## config.mk

```make
export PLATFORM = sky130hd
export DESIGN_NAME = comparador_8bits
export DESIGN_NICKNAME = d
export VERILOG_FILES = /design/src/rtl/comparador_8bits.sv
export SDC_FILE = /design/constraint.sdc
export NUM_CORES = 1
export LEC_CHECK = 0
export CORE_AREA = 4 4 41 43
export DETAILED_ROUTE_END_ITERATION = 12
export DIE_AREA = 0 0 45 47
export PLACE_DENSITY = 0.69
export SYNTH_ARGS = -nofsm -noshare
export SYNTH_HDL_FRONTEND = slang
export SYNTH_SLANG_ARGS = --single-unit
```

## constraint.sdc

```tcl
create_clock -name clk -period 1.04 [get_ports clk]
set_clock_uncertainty 0.2 [all_clocks]
set_input_delay 0.208 -clock clk [delete_from_list [all_inputs] [get_ports clk]]
set_output_delay 0.208 -clock clk [all_outputs]
set_load 0.02 [all_outputs]
```

## src/rtl/comparador_8bits.sv

```systemverilog
// comparador_8bits: registered signed/unsigned magnitude comparator with cascade inputs
//   clk, rst               : rising-edge clock, asynchronous active-high reset
//   in_valid               : sample A/B/signed_mode/cascade inputs this cycle
//   signed_mode            : 0 = unsigned, 1 = two's-complement compare
//   A, B                   : WIDTH-bit operands
//   casc_gt, casc_lt       : lower-slice result, used only when A == B
//   G, L, E                : registered one-hot greater/less/equal flags
//   out_valid              : flags were updated from a sample on the last edge
module comparador_8bits #(
    parameter int WIDTH = 8
) (
    input  logic             clk,
    input  logic             rst,
    input  logic             in_valid,
    input  logic             signed_mode,
    input  logic [WIDTH-1:0] A,
    input  logic [WIDTH-1:0] B,
    input  logic             casc_gt,
    input  logic             casc_lt,
    output logic             G,
    output logic             L,
    output logic             E,
    output logic             out_valid
);
    logic [WIDTH-1:0] a_k, b_k;
    logic             gt, lt, eq, g_n, l_n, e_n;
    // Inverting the sign bits maps two's-complement order onto unsigned order
    assign a_k = {A[WIDTH-1] ^ signed_mode, A[WIDTH-2:0]};
    assign b_k = {B[WIDTH-1] ^ signed_mode, B[WIDTH-2:0]};
    always_comb begin
        gt  = a_k > b_k;
        lt  = a_k < b_k;
        eq  = ~gt & ~lt;
        g_n = gt | (eq & casc_gt);
        l_n = lt | (eq & ~casc_gt & casc_lt);
        e_n = eq & ~casc_gt & ~casc_lt;
    end
    always_ff @(posedge clk or posedge rst) begin
        if (rst) begin
            G         <= 1'b0;
            L         <= 1'b0;
            E         <= 1'b0;
            out_valid <= 1'b0;
        end else begin
            out_valid <= in_valid;
            if (in_valid) begin
                G <= g_n;
                L <= l_n;
                E <= e_n;
            end
        end
    end
endmodule

```

==> flow_summary.yaml, run 1 <==
run_status:
  status: "finished, violations left"
  violations: "negative hold slack, negative setup slack"
floorplan:
  die_w_um: 45
  die-area_um2: 2120
  fp.coreArea_um2: 1300
  fp.dieH_um: 47
  rows: 13
  initial_core_util_pct: 30.6
  io_pins: 26
worst_setup_path:
  cp.required_ps: 980
  r2r_slack_ps: 40
  worstSetupStartpointType: "input pin"
  reg2reg_depth: 3
  end_kind: "register"
  crit_path_start: "B[0]"
  worstPathArrival_ps: 1440
  crit_end: "E"
  reg2reg_from: "L"
  crit_fanout: 3
  crit_type: "in -> reg"
  r2r-end: "L"
grt:
  grt_overflow_total: 0
  track_usage_pct: 11.9
  grt_pass1_vias: 453
  grt_max_degree: 6
  grt_pass1_wl_mm: 1.80
  antenna_found_initial: 0
place:
  routabilityCongestion: 0.713
  dpl.hpwl_um: 870
  io_buffers: 25
detailed_routing:
  drt_first_pass_iters: 2
  vias: 435
  drt-total-wl_mm: 1.17
  drtAntennaViolNets: 0
  vias_per_cell: 4.83
  drt-wirelength-per-cell_um: 13.0
  drt-initial-drc-count: 7
  drcViolationCount: 0
final_layout:
  drive_gt1_share_pct: 45.3
  layout_common_cells: "dlygate4sd2_1, inv_1, ha_4, buf_6"
  nets: 107
  area_growth_pct: 113
  diodes: 0
  fillers: 118
  final_common_cell: "dlygate4sd2_1"
timing:
  fmaxAchievable_ghz: 0.668
  rsz0062_at_grt: "yes"
  holdWs_ps: -38.9
  worstMarginPinSlew_ps: 180
  setup_ws_ps: -457
  min_period_ps: 1500
  final-hold-violation-count: 4
  fin_crit_sh_pct: 144
  setup_viol: 7
  relSlewSlack_pct: 88.0
  setup_tns_ps: -1750
  slew_viol_final: 0
synth:
  synth_flop_cell: "dfrtp_1"
  yosys_register_bits: 4
  synthCells: 44
  ys_types: 20
  syn_avg_cell_area_um2: 9.04
  yosysWarnings: 0
  async_flop_share_pct: 100
  ys_seq_area_share_pct: 25.2
  syn-num-nets: 74
  synth_edf_count: 0
  syn_area_um2: 398
clock_tree:
  clockBufferDepth: 2
  root_buffer: "clkbuf_4"
  cts_tree: "built"
  h-tree-depth: 1
  clk_latency_ps: 230
  clkTransAtPathRegs_ps: 40
  numCtsBuffers: 3
  cts.sinks: 4
hold_path:
  hold_path.class: "in -> async"
power_and_ir_drop:
  peakVddDrop_uv: 796
  p_per_area_nw_per_um2: 861
  power.leakage_nw: 0.410
run:
  cap_violations: 0
worst max-delay path, stage by stage:
cell	delay, ps
dlygate4sd2_1	230
ha_1	260
nand4b_1	100
or3_4	420
o31ai_2	210
what timing repair did:
action / in CTS / in global routing
setup buffers: 0 / 1
gates resized for setup: 63 / 16
hold endpoints to repair: 4 / 4
pin swaps: 14 / 8
endpoints found under the setup margin: 7 / 7
gates cloned: 0 / 0
per-stage QoR:
stage               utilization (%)  setup slack (ps)  area, µm²  power (mW)  instances
floorplan                         -              -559        403       0.308         44
global placement               52.8             -1100        687       0.452         86
detailed placement             52.8             -1120        687       0.457         86
CTS                            58.0              -465        754       0.679         89
global route                   65.2              -487        848       0.790         90
finish                         65.2              -457        848       0.730         90
cells in the mapped netlist (2+ instances only):
library cell / count / area, µm²
ha_1: 8 / 100
dfrtp_1: 4 / 100
a21oi_1: 3 / 15.0
a21o_1: 2 / 15.0
inv_1: 11 / 41.3
nand2b_1: 2 / 12.5
state kept, by name (all words and copies together), names as in the netlist:
name	count
out_valid	1
G	1
L	1
E	1
worst min path at each step:
stage          startpoint  to  slack (ps)  cells past startpoint
2_1_floorplan         rst   E        -230                      1
3_3_place_gp          rst   G         200                      2
3_5_place_dp          rst   E         220                      2
4_1_cts               rst   E         -40                      2
5_1_grt               rst   E         -20                      2
6_report              rst   E         -40                      2
layout make-up:
class                   instances  area, µm²  share of cell area, %
inverters                      11       41.3                   4.87
multi-input cells              29        384                   45.3
repair buffers                 28        282                   33.2
clock buffers                   3       22.5                   2.65
flip-flops and latches          4        100                   11.8
well taps                      15       18.8                   2.21
report_power, final:
group / internal, mW / switching [mW] / total, mW
Sequential: 0.173 / 0.0127 / 0.185
Combinational: 0.211 / 0.146 / 0.357
Clock: 0.129 / 0.0591 / 0.188
metal layers:
layer	share of wire [%]	wire length [µm]	vias to the layer above	GRT usage (%)
li1	-	-	212	-
met3	9.5	112	0	3.83
met1	36	417	207	12.6
met2	55	644	16	22.3
met5	0	0	-	0
met4	0	0	0	3.51
logic make-up after synthesis:
logic type,synth area share [%]
flops,25.2
compound gates,20.4
xor+xnor,4.40
buf+inv,10.4
fa+ha+maj,25.2
simple gates,14.5
No activity file was read; power rests on OpenSTA's default activity.
==> run 2, diff against run 1 <==
CORE_AREA = 2 2 39 41   (was 4 4 41 43)
DIE_AREA = 0 0 41 43   (was 0 0 45 47)
==> run 2 against run 1 <==
Effect of this change:
- the flow still finishes with violations (negative hold slack, negative setup slack)
- power down 5.2%
- final area shrank 4.0%
- maximum frequency is 1.0% lower
- core utilization shrank 6.3 points
- global-route usage grew 2.7 points
- combinational power shrank 9.2%
- die area shrank 17%
- register-to-register slack got worse by 130 ps
- critical endpoint unchanged
- largest cell class unchanged
==> flow_summary.yaml, run 2 (synthesis gave the netlist of run 1 again) <==
run_status:
  status: "finished, violations left"
  violations: "negative hold slack, negative setup slack"
final_layout:
  postLayoutCoreUtil_pct: 58.9
  final_common_cell: "dlygate4sd2_1"
  nets: 109
  drive_gt1_share_pct: 44.2
  final_area_um2: 815
  area_growth_pct: 105
  layout_common_cells: "dlygate4sd2_1, inv_1, buf_6, buf_4"
  diodes: 0
worst_setup_path:
  r2r_slack_ps: -90
  critical-path-top-delay-family: "compound AO/OA/AOI/OAI gates"
  cp.required_ps: 950
  crit_type: "in -> reg"
  reg2reg_depth: 4
  worstSetupStartpointType: "input pin"
  reg2reg_from: "E"
  crit_chain: "buf_6, xor2_1, ha_1, a41o_2, a21oi_2, nor3b_4, o31ai_4"
  worstPathArrival_ps: 1420
  path_buf_inv: 1
  crit_fanout: 3
  max_stage_delay_ps: 300
  crit_path_start: "A[7]"
  end_kind: "register"
  cp_slowest_cell: "ha_1"
  crit_cells: 7
clock_tree:
  numCtsBuffers: 3
  clockBufferDepth: 2
  clk_latency_ps: 230
  clkTransAtPathRegs_ps: 40
  root_buffer: "clkbuf_4"
  cts_tree: "built"
  h-tree-depth: 1
  cts.sinks: 4
floorplan:
  die-area_um2: 1760
  initial_core_util_pct: 28.8
  io_pins: 26
  die_w_um: 41
  fp.coreArea_um2: 1380
  rows: 14
  fp.dieH_um: 43
detailed_routing:
  drtAntennaViolNets: 0
  vias: 425
  drt_first_pass_iters: 4
  drt-initial-drc-count: 6
  drcViolationCount: 0
  drt-wirelength-per-cell_um: 11.4
  vias_per_cell: 4.57
  drt-total-wl_mm: 1.06
grt:
  grt_overflow_total: 0
  grt_pass1_vias: 437
  grt_pass1_wl_mm: 1.65
  antenna_found_initial: 0
  track_usage_pct: 14.6
  grt_max_degree: 6
hold_path:
  hold_path.class: "in -> async"
place:
  io_buffers: 25
  dpl_worst_slack_ps: -1120
  dpl.hpwl_um: 686
  dpl-instance-area_um2: 688
  routabilityCongestion: 0.743
timing:
  min_period_ps: 1510
  relSlewSlack_pct: 79.7
  fin_crit_sh_pct: 145
  setup_ws_ps: -472
  slew_viol_final: 0
  holdWs_ps: -43.6
  rsz0062_at_grt: "yes"
  setup_tns_ps: -1790
  fmaxAchievable_ghz: 0.661
  final-hold-violation-count: 4
  setup_viol: 7
  worstMarginPinSlew_ps: 304
run:
  cap_violations: 0
power_and_ir_drop:
  total_power_uw: 692
  peakVddDrop_uv: 650
  p_per_area_nw_per_um2: 850
  power.leakage_nw: 0.417
## run 2: path summary, 6_finish.rpt
kind	end
worst max register to register	E
worst max-delay path	E
worst min register to register	G
max in group asynchronous	L
worst min-delay path	out_valid
min in group clk	G
## run 2: stage by stage
stage,std cells,hold WS [ps]
after floorplan,44,-226
after global placement,87,204
after detailed placement,87,203
after CTS,91,-46.7
after global routing,93,-16.1
final,93,-43.6
## run 2: report_power, final
group | total (mW) | leakage, nW | switching (mW) | internal (mW)
Combinational | 0.324 | 0.354 | 0.135 | 0.188
Clock | 0.185 | 0.0138 | 0.0561 | 0.129
Sequential | 0.184 | 0.0489 | 0.0113 | 0.173
## run 2: cell type report
class	instances	area, µm²
fill	131	569
clock buffer	3	22.5
inverter	11	41.3
tap	16	20.0
sequential	4	100
timing repair buffer	30	279
multi-input combinational	29	352
## run 2: layer usage
metal  track usage (%)  up-vias  part of all wire [%]
li1                  -      218                     -
met3              6.28        0                    10
met4              6.00        0                     0
met1              14.3      184                    36
met2              25.0       23                    54
met5                 0        -                     0
## run 2: what timing repair did
item,CTS,global route
cloned,0,0
setup buffers,1,2
endpoints found under the setup margin,7,7
pin swaps,12,2
gates resized for setup,58,11
hold endpoints to repair,4,4
==> patch: new RTL, settings of run 1 <==
Put one more register stage on the output `G`, with the module's reset. The value now appears one clock later. The other outputs are not delayed to match. Comments in the files are not updated.
--- a/src/rtl/comparador_8bits.sv
+++ b/src/rtl/comparador_8bits.sv
@@ -22,6 +22,8 @@
     output logic             E,
     output logic             out_valid
 );
+
+    logic G_s0;
     logic [WIDTH-1:0] a_k, b_k;
     logic             gt, lt, eq, g_n, l_n, e_n;
     // Inverting the sign bits maps two's-complement order onto unsigned order
@@ -37,18 +39,26 @@
     end
     always_ff @(posedge clk or posedge rst) begin
         if (rst) begin
-            G         <= 1'b0;
+            G_s0      <= 1'b0;
             L         <= 1'b0;
             E         <= 1'b0;
             out_valid <= 1'b0;
         end else begin
             out_valid <= in_valid;
             if (in_valid) begin
-                G <= g_n;
+                G_s0 <= g_n;
                 L <= l_n;
                 E <= e_n;
             end
         end
     end
+    always_ff @(posedge clk or posedge rst) begin
+        if (rst) begin
+            G <= '0;
+        end else begin
+            G <= G_s0;
+        end
+    end
+
 endmodule
 
Check against the original RTL: not equivalent (a bounded check fails within 4 cycles, from zero or initial values and one cycle with rst high).
==> patch against run 1 <==
- the flow still finishes with violations (negative hold slack, negative setup slack)
- wire length down 18%
- worst hold slack gained 17 ps
- critical endpoint unchanged
- sequential cell count increased by 1
- synthesized area rose by 9.1%
- first-iteration DRC count down 86%
- worst setup slack got worse by 9.8 ps
- highest routed layer unchanged
- power rose by 3.8%
- clock power is 16% higher
- non-clock buffer count is 1 higher
- final area is 5.6% lower
==> patch: results <==
[global_routing]
grt_use_total_pct = 9.60
grt_util_met3_pct = 0
grt_util_met1_pct = 9.89
met2_usage_pct = 19.5

[drt]
via_per_inst = 4.58

[logic_synthesis]
synth_fa_ha_area_share_pct = 23.1
yosys.area_share.xor_xnor_pct = 4.03
synth_area_leaders = dfrtp_1, ha_1, inv_1, a21o_1, a21oi_1
ys_seq_area_share_pct = 28.8
synthCells = 45
synth.net_count = 75
synth_compound_area_share_pct = 19.9

[timing]
hold_viol_final = 5
fin_ws_ps = -467
hold_ws_ps = -21.8
setup_viol = 7
tightest_slew_ps = 228

[finish]
buf_share_pct = 33.1
regArea_um2 = 125
final_util_pct = 61.5
finish.net_count = 109
clkCellAreaFrac_pct = 3.28
drive_above_1_share_pct = 38.5

[status]
status = finished with violations
violations = negative hold slack, negative setup slack

[clock_network]
post_cts_buffers = 1

[place]
place_congestion = 0.689

[power]
powerClk_uw = 219
peakVddDrop_uv = 387
switching_power_uw = 212

[worst_setup_path]
reg2reg_depth = 2
==> patch: how the worst min path moves through the flow <==
stage | startpoint | cells after the start | to
6_report | rst | 2 | G_s0$_DFFE_PP0P_
5_1_grt | rst | 2 | G_s0$_DFFE_PP0P_
4_1_cts | rst | 2 | G_s0$_DFFE_PP0P_
3_5_place_dp | G_s0$_DFFE_PP0P_ | 0 | G$_DFF_PP0_
3_3_place_gp | G_s0$_DFFE_PP0P_ | 0 | G$_DFF_PP0_
2_1_floorplan | rst | 1 | E$_DFFE_PP0P_
==> patch: kinds of logic (layout without fill, tap and decap cells) <==
logic type,after synthesis,count (layout)
AOI/OAI and AO/OA,11,11
buffers and inverters,11,44
adders and majority gates,8,8
and+or+nand+nor,8,8
DFF,5,5
xor gates and xnor gates,2,2
==> patch: per-layer routing <==
layer  share of wire [%]  wire, um
met1                  38       368
met2                  53       512
met3                 8.3        80
met4                   0         0
met5                   0         0
